--- config.mk ---
export PLATFORM = sky130hd
export DESIGN_NAME = mod_reduce_serial
export DESIGN_NICKNAME = d
export VERILOG_FILES = /design/src/rtl/elliptic_curve_structs.sv /design/src/rtl/mod_reduce_step.sv /design/src/rtl/mod_reduce_serial.sv
export SDC_FILE = /design/constraint.sdc
export NUM_CORES = 2
export LEC_CHECK = 0
export BUFFER_PORTS_ARGS = -buffer_cell sky130_fd_sc_hd__buf_2
export CAP_MARGIN = 20
export CORE_UTILIZATION = 45
export DETAILED_ROUTE_END_ITERATION = 7
export PLACE_DENSITY = 0.65
export SETUP_SLACK_MARGIN = 0.02
export SLEW_MARGIN = 30
export SYNTH_ARGS = -nofsm -noshare
export SYNTH_HDL_FRONTEND = slang
export SYNTH_HIERARCHICAL = 1
export SYNTH_SLANG_ARGS = --single-unit
--- constraint.sdc ---
create_clock -name clk -period 42.8 [get_ports clk]
set_input_delay 4.28 -clock clk [delete_from_list [all_inputs] [get_ports clk]]
set_output_delay 4.28 -clock clk [all_outputs]
set_load 0.02 [all_outputs]
--- src/rtl/elliptic_curve_structs.sv ---
// rtl/elliptic_curve_structs.sv - shared field parameters and types for the field-multiply path
//
// Purpose : holds the field width P_WIDTH, the curve parameter record
//           `params` (modulus p), the 2*P_WIDTH product type and the state
//           enum used by mod_reduce_serial.
// Ports   : none (package).
// Config  : MOD_REDUCE_RADIX4_EN selects the two-bits-per-cycle reducer in
//           mod_reduce_serial; nothing in this package depends on it.
package elliptic_curve_structs;

   localparam int P_WIDTH = 256;

   typedef struct packed {
      logic [P_WIDTH-1:0] p;
   } curve_params_t;

   // secp256k1 field prime
   localparam curve_params_t params = '{
      p: 256'hFFFFFFFF_FFFFFFFF_FFFFFFFF_FFFFFFFF_FFFFFFFF_FFFFFFFF_FFFFFFFE_FFFFFC2F
   };

   typedef logic [2*P_WIDTH-1:0] wide_t;

   typedef enum logic [1:0] {
      IDLE = 2'd0,
      RUN  = 2'd1,
      DONE = 2'd2
   } mod_reduce_state_t;

endpackage

--- src/rtl/mod_reduce_step.sv ---
// rtl/mod_reduce_step.sv - one MSB-first shift-and-conditional-subtract reduction step
//
// Purpose : acc_next = (2*acc + bit_in) mod P_MOD, assuming acc < P_MOD.
// Ports   : acc      in  WIDTH  current remainder (< P_MOD)
//           bit_in   in  1      next operand bit, MSB first
//           acc_next out WIDTH  updated remainder (< P_MOD)
// Config  : MOD_REDUCE_RADIX4_EN (in mod_reduce_serial) chains two of these.
module mod_reduce_step
   import elliptic_curve_structs::*;
#(
   parameter int               WIDTH = P_WIDTH,
   parameter logic [WIDTH-1:0] P_MOD = WIDTH'(params.p)
) (
   input  logic [WIDTH-1:0] acc,
   input  logic             bit_in,
   output logic [WIDTH-1:0] acc_next
);

   // t can reach 2*P_MOD-1, so compare and subtract at WIDTH+1 bits and
   // only drop the top bit once the result is back below P_MOD.
   logic [WIDTH:0] t;
   logic [WIDTH:0] p_ext;

   assign t        = {acc, bit_in};
   assign p_ext    = {1'b0, P_MOD};
   assign acc_next = WIDTH'((t >= p_ext) ? (t - p_ext) : t);

endmodule

--- src/rtl/mod_reduce_serial.sv ---
// rtl/mod_reduce_serial.sv - bit-serial reducer returning ab mod P_MOD
//
// Purpose : reduces a 2*WIDTH-bit product to a WIDTH-bit field element,
//           MSB first, one bit per cycle (two with MOD_REDUCE_RADIX4_EN).
// Ports   : clk     in  1        rising-edge clock
//           reset   in  1        asynchronous active-high reset
//           enable  in  1        level request, sampled in IDLE and DONE
//           ab      in  2*WIDTH  operand, captured on the accepting edge
//           r       out WIDTH    ab mod P_MOD, valid while done=1
//           done    out 1        result valid
// Config  : `define MOD_REDUCE_RADIX4_EN for two chained steps per cycle.
module mod_reduce_serial
   import elliptic_curve_structs::*;
#(
   parameter int               WIDTH = P_WIDTH,
   parameter logic [WIDTH-1:0] P_MOD = WIDTH'(params.p)
) (
   input  logic               clk,
   input  logic               reset,
   input  logic               enable,
   input  logic [2*WIDTH-1:0] ab,
   output logic [WIDTH-1:0]   r,
   output logic               done
);

   localparam int CW = $clog2(2 * WIDTH);
`ifdef MOD_REDUCE_RADIX4_EN
   localparam logic [CW-1:0] CNT_INIT = CW'(WIDTH - 1);
`else
   localparam logic [CW-1:0] CNT_INIT = CW'(2 * WIDTH - 1);
`endif

   mod_reduce_state_t  state_q, state_d;
   logic [CW-1:0]      cnt_q, cnt_d;
   logic [2*WIDTH-1:0] shift_q, shift_d;
   logic [WIDTH-1:0]   acc_q, acc_d;
   logic               fin_q, fin_d;
   logic [WIDTH-1:0]   r_q, r_d;
   logic               done_q, done_d;

   logic [WIDTH-1:0]   step_acc;
   logic [2*WIDTH-1:0] shift_next;

`ifdef MOD_REDUCE_RADIX4_EN
   logic [WIDTH-1:0] mid_acc;

   mod_reduce_step #(.WIDTH(WIDTH), .P_MOD(P_MOD)) u_step0 (
      .acc      (acc_q),
      .bit_in   (shift_q[2*WIDTH-1]),
      .acc_next (mid_acc)
   );

   mod_reduce_step #(.WIDTH(WIDTH), .P_MOD(P_MOD)) u_step1 (
      .acc      (mid_acc),
      .bit_in   (shift_q[2*WIDTH-2]),
      .acc_next (step_acc)
   );

   assign shift_next = {shift_q[2*WIDTH-3:0], 2'b00};
`else
   mod_reduce_step #(.WIDTH(WIDTH), .P_MOD(P_MOD)) u_step0 (
      .acc      (acc_q),
      .bit_in   (shift_q[2*WIDTH-1]),
      .acc_next (step_acc)
   );

   assign shift_next = {shift_q[2*WIDTH-2:0], 1'b0};
`endif

   // State register and datapath registers
   always_ff @(posedge clk or posedge reset) begin
      if (reset) begin
         state_q <= IDLE;
         cnt_q   <= '0;
         shift_q <= '0;
         acc_q   <= '0;
         fin_q   <= 1'b0;
         r_q     <= '0;
         done_q  <= 1'b0;
      end else begin
         state_q <= state_d;
         cnt_q   <= cnt_d;
         shift_q <= shift_d;
         acc_q   <= acc_d;
         fin_q   <= fin_d;
         r_q     <= r_d;
         done_q  <= done_d;
      end
   end

   // Next-state logic
   always_comb begin
      state_d = state_q;
      case (state_q)
         IDLE:    if (enable) state_d = RUN;
         RUN:     if (fin_q)  state_d = DONE;
         DONE:    if (!enable) state_d = IDLE;
         default: state_d = IDLE;
      endcase
   end

   // Datapath and output logic. The last step only sets fin; the copy of
   // acc into r happens on the following edge, together with entering DONE.
   always_comb begin
      cnt_d   = cnt_q;
      shift_d = shift_q;
      acc_d   = acc_q;
      fin_d   = fin_q;
      r_d     = r_q;
      case (state_q)
         IDLE: begin
            if (enable) begin
               shift_d = ab;
               acc_d   = '0;
               cnt_d   = CNT_INIT;
               fin_d   = 1'b0;
            end
         end
         RUN: begin
            if (!fin_q) begin
               acc_d   = step_acc;
               shift_d = shift_next;
               if (cnt_q == '0) begin
                  fin_d = 1'b1;
               end else begin
                  cnt_d = cnt_q - CW'(1);
               end
            end else begin
               r_d   = acc_q;
               fin_d = 1'b0;
            end
         end
         default: ;
      endcase
      done_d = (state_d == DONE);
   end

   assign r    = r_q;
   assign done = done_q;

endmodule

==> qor.txt <==
====================================================================================
Result of the run ..................................................... finished, final reports clean
Clock network latency to the later pin of the worst-skew pair .........       710 ps
Remaining max-slew budget at the tightest pin .........................       0.2747
Mapped Area ...........................................................  0.05097 mm²
Total wirelength of the detailed-routed design ........................     163.7 mm
Unrepaired setup endpoints after global routing .......................           no
Root cell of the clock tree ...........................................    clkbuf_16
Startpoint of the worst hold path ..................................... r[86]$_DFFE_PP0P_
Aggregate global-route resource usage .................................       0.2798
Required time worst endpoint ..........................................     43540 ps
Startpoint type of the worst setup path ...............................   input port
Most used cells in the layout excluding fill and tap cells ............ 1704 x nand2_1, 1037 x dfrtp_1, 771 x buf_2, 625 x nor2_1, 512 x a31oi_1
Number of enable flip-flop cells after synthesis ......................            0
Port-buffer cells .....................................................          771
CP cell instances ..................................................... buf_2 -> inv_8 -> buf_4 -> buf_6 -> buf_6 -> buf_4
Pin count of the biggest net entering global routing ..................          396
Post-cts repair resize count ..........................................            0
Via-per-instance ratio ................................................        5.625
Global placer's final weighted congestion .............................       0.9898
Total number of clock tree sinks ......................................         1037
Vias in the first global route ........................................        42190
Placed cell area ......................................................  0.05515 mm²
Vertical die dimension ................................................     338.5 µm
FF-to-FF Start ........................................................ acc_q[56]$_DFFE_PP0P_
Clock slew seen by the registers of the worst setup and hold paths ....        60 ps
Met2 WL ...............................................................     74.05 mm
Iter 0 DRT Violations .................................................         4553
Final non-filler cell total ...........................................         7906
Pwr Density ........................................................... 47.12 mW/mm²
FP Rows ...............................................................          123
Data arrival time of the critical path ................................      8040 ps
Final Total Pwr .......................................................   0.002790 W
Distinct cell type count after synthesis ..............................           61
Yosys reg bits ........................................................         1037
Die outline width .....................................................     338.5 µm
DIE AREA ..............................................................   0.1146 mm²
TritonCTS clock tree ..................................................         done
Synth Net Count .......................................................         6249
Starting Density ......................................................       0.4537
Met1 routed wirelength after detailed routing .........................     67.54 mm
Antenna violations before repair ......................................           37
Type of destination of the critical path .............................. asynchronous set/reset pin
Count of synthesis-stage warnings from yosys ..........................            6
Sequential area share after synthesis .................................       0.5092
Max Transition Viols Final ............................................            0
Number of levels in the clock H-tree ..................................            3
Number of CTS-inserted buffers ........................................          113
Setup-failing EPs final ...............................................            0
I/O pins ..............................................................          772
Clk buf depth .........................................................            3
Path class of the lowest-slack min-delay path ......................... flop to flop
Setup TNS .............................................................         0 ps
Most common cell after layout, fill and taps aside ....................      nand2_1
Filler instances ......................................................        10530
Final worst clock skew ................................................     21.77 ps
Number of max-cap violations ..........................................            0
Total Nets Final ......................................................         6822
Total length of routed met3 wires .....................................     14.44 mm
Total global routing overflow .........................................            0
Number of nets still failing antenna checks after routing .............            0
Cell with the largest stage delay on the worst path ...................        buf_4
Final worst-path cycle share ..........................................       0.1706
Number of cells after detailed placement ..............................         7686
Most common flop cell mapped by yosys .................................      dfrtp_1
Final hold violation count ............................................            0
R2R setup slack .......................................................     37230 ps
Gate count of the mapped netlist ......................................         5732
1st-pass router iterations ............................................            7
Proportion of synthesized flip-flops having asynchronous set or reset .        1.000
Buffers inserted during post-CTS setup optimization ...................            0
Transition time at the pin with the least slew margin .................      1088 ps
Layout overhead on the synthesized area ...............................       16.19%
Crit path largest cell delay ..........................................       790 ps
Highest Signal Layer ..................................................         met5
First-pass GRT wire length ............................................     252.0 mm
DRC violations left ...................................................            0
Detailed-placement wirelength estimate ................................     114.6 mm
Largest fanout on the critical path ...................................          120
Fraction of final layout cells sized beyond drive strength 1 ..........       0.2097
Leak Pwr ..............................................................     28.92 nW
Peak Freq .............................................................    136.9 MHz
Classification of the worst setup path ................................ input port to asynchronous set/reset pin
Max rail drop VDD .....................................................     34.95 µV
Average instance area after synthesis .................................    8.892 µm²
Count of vias placed by the detailed router ...........................        44470
Hold-fix buffers at CTS ...............................................            0
Worst setup startpoint ................................................        reset
Final routed wire length divided by cell count ........................     20.70 µm
Worst hold-check slack ................................................     499.5 ps
Core region area ......................................................   0.1123 mm²
Design area ...........................................................  0.05922 mm²
Minimum period implied by the final worst setup slack .................      7302 ps
====================================================================================
-- critical path: cells and delay by family --
kind / cells / cell delay, ps
buffers and inverters: 6 / 3470
-- synthesized netlist by cell type (2+ instances only) --
cell       number  area, µm²
nand3_1       428       2142
clkbuf_1      164      615.6
buf_4          89      668.1
nor4b_1         5      43.79
nand3b_1        7      52.55
buf_2          73      365.4
a211oi_1        3      22.52
buf_1           5      18.77
nand2b_1        6      37.54
nor2b_1         2      12.51
a31oi_1       513       3209
xnor2_1       193       1690
inv_1          26      97.59
nand4_2         3      37.54
a21o_1          6      45.04
and2_1         14      87.58
nor3_1         85      425.4
o221a_1         2      22.52
nor2_1        625       2346
nand4_1       140      875.8
ha_1            2      25.02
nor3b_1         2      15.01
dfrtp_1      1037      25950
xor2_1         62      543.0
mux2_2        257       2894
buf_6          50      563.0
or3_1          17      106.4
nand4b_1        4      35.03
a211oi_2        3      37.54
a21oi_2         2      17.52
or2_2           4      25.02
o21ai_0         7      35.03
a21oi_1         7      35.03
o41ai_1         2      17.52
a2111oi_4       6      165.2
and4_1         14      122.6
or4_1          12      90.09
and3_1         64      400.4
nor4_1         62      387.9
nand2_1      1705       6400
a2111oi_2       4      60.06
-- logic make-up (layout without fill, tap and decap cells) --
kind of cell | count (synthesis) | count (layout) | share of synthesized area
fa+ha+maj | 2 | 2 | 0.0004909
mux | 258 | 258 | 0.05700
compound gates | 562 | 562 | 0.07348
buf+inv | 408 | 1075 | 0.04586
simple gates | 3210 | 3210 | 0.2702
xor+xnor | 255 | 255 | 0.04382
other cells | 0 | 7 | 0
flops | 1037 | 1037 | 0.5092
-- through the flow --
step / utilization / worst slack, ps
2_1_floorplan: - / 9335
3_3_place_gp: 0.4903 / 34130
3_5_place_dp: 0.4909 / 34390
4_1_cts: 0.5256 / 35140
5_1_grt: 0.5270 / 34920
6_report: 0.5271 / 35500
-- metal layers --
metal,track usage,vias up
li1,-,20720
met1,0.3745,21590
met2,0.4273,1686
met3,0.07739,423
met4,0.1161,50
met5,0,-
-- sequential cells by signal, summed over array words and instances (netlist names) --
name     cells
done         1
fin_q        1
r          256
shift_q    512
state_q      2
acc_q      256
cnt_q        9
-- power breakdown --
part / total, W / switching, W / leakage, nW / internal, W
combinational: 0.000361 / 0.000189 / 13.7 / 0.000172
sequential: 0.00141 / 0.000170 / 13.3 / 0.00123
clock: 0.00102 / 0.000417 / 1.94 / 0.000606
-- final cells by class --
class	instances	area, µm²	share of cell area
well taps	1500	1877	0.03169
flip-flops and latches	1037	25950	0.4382
multi-input cells	4287	22810	0.3853
diodes	7	17.52	0.0002958
clock inverters	52	621.8	0.01050
clock buffers	157	3274	0.05530
inverters	27	135.1	0.002282
repair buffers	839	4526	0.07643
-- final timing paths --
kind | end | cells past startpoint
setup / recovery | shift_q[444]$_DFFE_PP0P_ | 6
setup reg to reg | acc_q[206]$_DFFE_PP0P_ | 11
hold / removal | r[86]$_DFFE_PP0P_ | 1
hold reg to reg | r[86]$_DFFE_PP0P_ | 1
min in group asynchronous | shift_q[217]$_DFFE_PP0P_ | 2
max in group clk | acc_q[82]$_DFFE_PP0P_ | 9
(Power assumes the default switching activity.)
